[config.mk]
export PLATFORM = sky130hd
export DESIGN_NAME = conv_window_ctrl
export DESIGN_NICKNAME = d
export VERILOG_FILES = /design/src/rtl/conv_window_ctrl.sv
export SDC_FILE = /design/constraint.sdc
export NUM_CORES = 1
export LEC_CHECK = 0
export ABC_AREA = 1
export CELL_PAD_IN_SITES_DETAIL_PLACEMENT = 0
export CELL_PAD_IN_SITES_GLOBAL_PLACEMENT = 1
export CORE_ASPECT_RATIO = 0.6
export CORE_MARGIN = 2
export CORE_UTILIZATION = 40
export CTS_BUF_LIST = sky130_fd_sc_hd__clkbuf_4 sky130_fd_sc_hd__clkbuf_8
export CTS_CLUSTER_DIAMETER = 50
export DETAILED_ROUTE_END_ITERATION = 8
export PLACE_DENSITY_LB_ADDON = 0.1
export SETUP_SLACK_MARGIN = 0.05
export SYNTH_ARGS = -nofsm -noshare
export SYNTH_HDL_FRONTEND = slang
export SYNTH_SLANG_ARGS = --single-unit
[constraint.sdc]
create_clock -name clk -period 2.82 [get_ports clk]
set_input_delay 0.282 -clock clk [delete_from_list [all_inputs] [get_ports clk]]
set_output_delay 0.282 -clock clk [all_outputs]
set_load 0.005 [all_outputs]
[src/rtl/conv_window_ctrl.sv]
// Sliding-window controller: counts incoming pixels, gates line-buffer shifts and issues KxK window handshakes.
// Optional macro CONV_WINDOW_STRIDE2_EN selects stride-2 window issue (every pixel is still shifted).
module conv_window_ctrl #(
  parameter int IMG_W = 28,
  parameter int IMG_H = 28,
  parameter int K     = 3
) (
  input  logic                                  clk,
  input  logic                                  rst,
  input  logic                                  start,
  input  logic                                  in_valid,
  output logic                                  in_ready,
  output logic                                  shift_en,
  output logic                                  win_valid,
  input  logic                                  win_ready,
  output logic [((IMG_H > 1) ? $clog2(IMG_H) : 1)-1:0] win_row,
  output logic [((IMG_W > 1) ? $clog2(IMG_W) : 1)-1:0] win_col,
  output logic                                  busy,
  output logic                                  frame_done
);

  localparam int RW = (IMG_H > 1) ? $clog2(IMG_H) : 1;
  localparam int CW = (IMG_W > 1) ? $clog2(IMG_W) : 1;

  typedef enum logic [1:0] {IDLE, STREAM, DONE} state_t;

  state_t          state, state_next;
  logic [RW-1:0]   row, row_off, win_row_q, win_row_next;
  logic [CW-1:0]   col, col_off, win_col_q, win_col_next;
  logic            win_valid_q;
  logic            stall, last_pixel, in_window, win_fire;

  // A pending, unconsumed window freezes the pixel stream so line buffers never move under it.
  assign stall      = win_valid_q && !win_ready;
  assign in_ready   = (state == STREAM) && !stall && !rst;
  assign shift_en   = in_valid && in_ready;
  assign last_pixel = (row == RW'(IMG_H - 1)) && (col == CW'(IMG_W - 1));

  assign row_off   = row - RW'(K - 1);
  assign col_off   = col - CW'(K - 1);
  assign in_window = (row >= RW'(K - 1)) && (col >= CW'(K - 1));

`ifdef CONV_WINDOW_STRIDE2_EN
  assign win_fire     = shift_en && in_window && !row_off[0] && !col_off[0];
  assign win_row_next = row_off >> 1;
  assign win_col_next = col_off >> 1;
`else
  assign win_fire     = shift_en && in_window;
  assign win_row_next = row_off;
  assign win_col_next = col_off;
`endif

  assign win_valid = win_valid_q && !rst;
  assign win_row   = rst ? '0 : win_row_q;
  assign win_col   = rst ? '0 : win_col_q;

  always_ff @(posedge clk) begin
    if (rst) state <= IDLE;
    else     state <= state_next;
  end

  always_comb begin
    state_next = state;
    busy       = 1'b0;
    frame_done = 1'b0;
    case (state)
      IDLE: begin
        if (start) state_next = STREAM;
      end
      STREAM: begin
        busy = 1'b1;
        if (shift_en && last_pixel) state_next = DONE;
      end
      DONE: begin
        busy = 1'b1;
        // Frame ends only once the final window has been taken downstream.
        if (!win_valid_q) begin
          frame_done = 1'b1;
          state_next = IDLE;
        end
      end
      default: state_next = IDLE;
    endcase
    if (rst) begin
      busy       = 1'b0;
      frame_done = 1'b0;
    end
  end

  always_ff @(posedge clk) begin
    if (rst) begin
      row <= '0;
      col <= '0;
    end else if (shift_en) begin
      if (last_pixel) begin
        row <= '0;
        col <= '0;
      end else if (col == CW'(IMG_W - 1)) begin
        col <= '0;
        row <= row + 1'b1;
      end else begin
        col <= col + 1'b1;
      end
    end
  end

  // A new window completing in the consuming cycle replaces the old one back-to-back.
  always_ff @(posedge clk) begin
    if (rst) begin
      win_valid_q <= 1'b0;
      win_row_q   <= '0;
      win_col_q   <= '0;
    end else if (win_fire) begin
      win_valid_q <= 1'b1;
      win_row_q   <= win_row_next;
      win_col_q   <= win_col_next;
    end else if (win_ready) begin
      win_valid_q <= 1'b0;
    end
  end

endmodule

==> results.yml <==
routing:
  first_iter_violations: 52
  ant_nets: 0
  vias: 1199
  wl_um: 2750
  dr.pass1.iters: 4
  via_per_inst: 4.54
  drc: 0
  wl_per_cell_um: 10.4
timing:
  fin_crit_sh_pct: 78.0
  hold_violations: 0
  slew_viol_final: 0
  setup_viol: 0
  fin_skew_ns: 0.00907
  worstMarginPinSlew_ns: 0.330
  fin_tns_setup_ns: 0
  maxSlewHeadroom_pct: 78.0
  rsz0062_at_grt: "no"
  timing.fmax_ghz: 0.455
  period_needed_ns: 2.20
floorplan:
  core_um2: 3260
  fp.dieW_um: 79.3
  ios: 20
  placementRows: 16
  dieArea_um2: 3900
  die_h_um: 49.2
  start_util_pct: 41.7
power_and_ir_drop:
  power_frac_comb_pct: 27.9
  netSwitchingFraction_pct: 32.4
  p_seq_share_pct: 45.7
  power.density_nw_per_um2: 484
  p_int_w: 0.000539
  peakVddDrop_uv: 291
  p_sw_w: 0.000258
  power_frac_clock_pct: 26.4
  p_leak_nw: 0.764
worst_setup_path:
  cp_max_fo: 10
  critical_path_required_ns: 2.54
  reg2reg_to: "win_col_q[1]$_SDFFE_PP0P_"
  crit_path_end_kind: "output pin"
  r2r_setup_slack_ns: 1.21
  r2r_start: "row[1]$_SDFFE_PP0P_"
  critPathKind: "flip-flop to output pin"
  startpoint_type: "flip-flop"
  cp.arrival_ns: 1.92
  r2r_cells: 9
logic_synthesis:
  synthDominantCellAreaShare_pct: 33.9
  synth_area_leaders: "dfxtp_1 34%, ha_1 11%, inv_1 11%"
  synth_largest_area_cell: "dfxtp_1"
  netlist_top_cells_count: "40 x inv_1, 34 x nand2_1, 29 x nor2_1, 23 x dfxtp_1, 13 x a21oi_1"
  synthFlopType: "dfxtp_1"
  synth_edf_count: 0
  synth_nets: 215
  ys_types: 23
  ys_seq_elements: 23
  ys_warn_count: 0
  netlist_instances: 198
  yosysMostFrequentCell: "inv_1"
  synth.avg_cell_area_um2: 6.87
  syn-cell-area_um2: 1360
  async_reset_ff_share_pct: 0
  ys_seq_area_share_pct: 33.9
clock_tree:
  cts_setup_buffers: 0
  cts.repair.resized: 0
  cts_inserted_buffers: 3
  clk_latency_ns: 0.27
  cts_tree: "done"
  root_buffer: "clkbuf_8"
  cts_num_sinks: 23
  ctsHtreeMaxLevel: 1
  cts_buffer_depth: 2
  clk_pin_slew_ns: 0.09
  cts_hold_buf: 0
cells_and_area:
  final_nets: 237
  fillers: 336
  area_growth_pct: 21.2
  drive_above_1_share_pct: 8.22
  diodes: 0
  finalInstanceArea_um2: 1650
global_routing:
  grt_max_degree: 21
  grt_pass1_wl_um: 4750
  grt_overflow: 0
  antenna_found_initial: 0
  grt_pass1_vias: 1090
  grtUsageTotal_pct: 15.8
place:
  dpl_cell_area_um2: 1600
  place.port_buffers: 19
  routabilityCongestion: 0.735
  dpl.hpwl_um: 2100
worst_hold_path:
  whs_endpoint: "col[0]$_SDFFE_PP0P_"
  worstHoldPathType: "flip-flop to flip-flop"
  hold_start: "col[0]$_SDFFE_PP0P_"
  holdPathStages: 2
run_status:
  outcome: "finished clean"
run:
  drv_cap: 0
## per-layer routing
metal	vias to the layer above	track usage, %	wire length, um
met5	-	0	0
met4	0	5.17	21
met3	4	4.44	93
met2	29	21.8	1050
met1	528	23.4	1580
li1	638	-	-
## cell families after synthesis
family,count (synthesis),synth area share [%]
fa+ha+maj,12,11.0
simple gates,81,27.2
buf+inv,48,13.6
flops,23,33.9
compound gates,28,10.4
xor+xnor,6,3.86
## critical path, stage by stage (launching register included)
cell and delay, ns:
dfxtp_1 0.35, inv_1 0.10, ha_1 0.21, inv_2 0.06, nor2_4 0.11, nand3_4 0.12
inv_2 0.17, clkdlybuf4s50_1 0.53
## sequential cells by signal, indices dropped and copies added (netlist names)
name         flops
col              5
row              5
state            2
win_col_q        5
win_row_q        5
win_valid_q      1
## cell usage in the layout (no fill, tap or decap)
master           netlist  final
inv_1                 40     40
nand2_1               34     34
nor2_1                29     29
dfxtp_1               23     23
clkdlybuf4s50_1        0     19
a21oi_1               13     13
o21ai_1               12     12
ha_1                  12     12
nand3_1                8      8
inv_2                  4      4
xor2_1                 4      4
nor2_4                 3      3
clkbuf_8               0      3
nand2_2                2      2
o21ai_0                2      2
xnor2_1                2      2
buf_4                  1      2
nand3_4                1      1
nor2_2                 1      1
nand3_2                1      1
nand3b_1               1      1
o22ai_1                1      1
nand4_1                1      1
clkinv_2               0      1
## area by class of cell
cell class	count	area [um^2]	area share (%)
tap	45	56.3	3.42
multi-input combinational	127	714	43.4
sequential	23	460	27.9
inverter	44	165	10.0
timing repair buffer	21	205	12.5
clock inverter	1	5.00	0.304
clock buffer	3	41.3	2.51
## worst max path at each step
| stage | start | depth (start not counted) | endpoint | slack (ns) |
|---|---|---|---|---|
| after global placement | win_ready | 6 | shift_en | 0.84 |
| after detailed placement | win_ready | 6 | shift_en | 0.82 |
| after floorplan | state[1]$_SDFFE_PP0P_ | 11 | state[0]$_SDFFE_PP0P_ | 1.45 |
| after CTS | state[1]$_SDFFE_PP0P_ | 7 | shift_en | 0.62 |
| after global routing | state[1]$_SDFFE_PP0P_ | 7 | shift_en | 0.46 |
| final | state[1]$_SDFFE_PP0P_ | 7 | shift_en | 0.62 |
## stage by stage
step	setup slack (ns)	hold slack, ns	util (%)	total power (W)	std cells
floorplan	1.45	0.477	-	0.000518	198
global placement	0.836	0.519	49.1	0.000589	260
detailed placement	0.818	0.519	49.1	0.000592	260
CTS	0.621	0.531	50.5	0.000808	264
global route	0.456	0.584	50.5	0.000880	264
finish	0.621	0.527	50.5	0.000797	264
## power by group through the flow
stage	clock (W)	sequential, W	combinational, W
after floorplan	0	0.000364	0.000154
after global placement	0	0.000370	0.000219
after detailed placement	0	0.000370	0.000221
after CTS	0.000221	0.000364	0.000223
after global routing	0.000241	0.000368	0.000271
final	0.000210	0.000364	0.000223
Power figures use the tool's default switching activity.
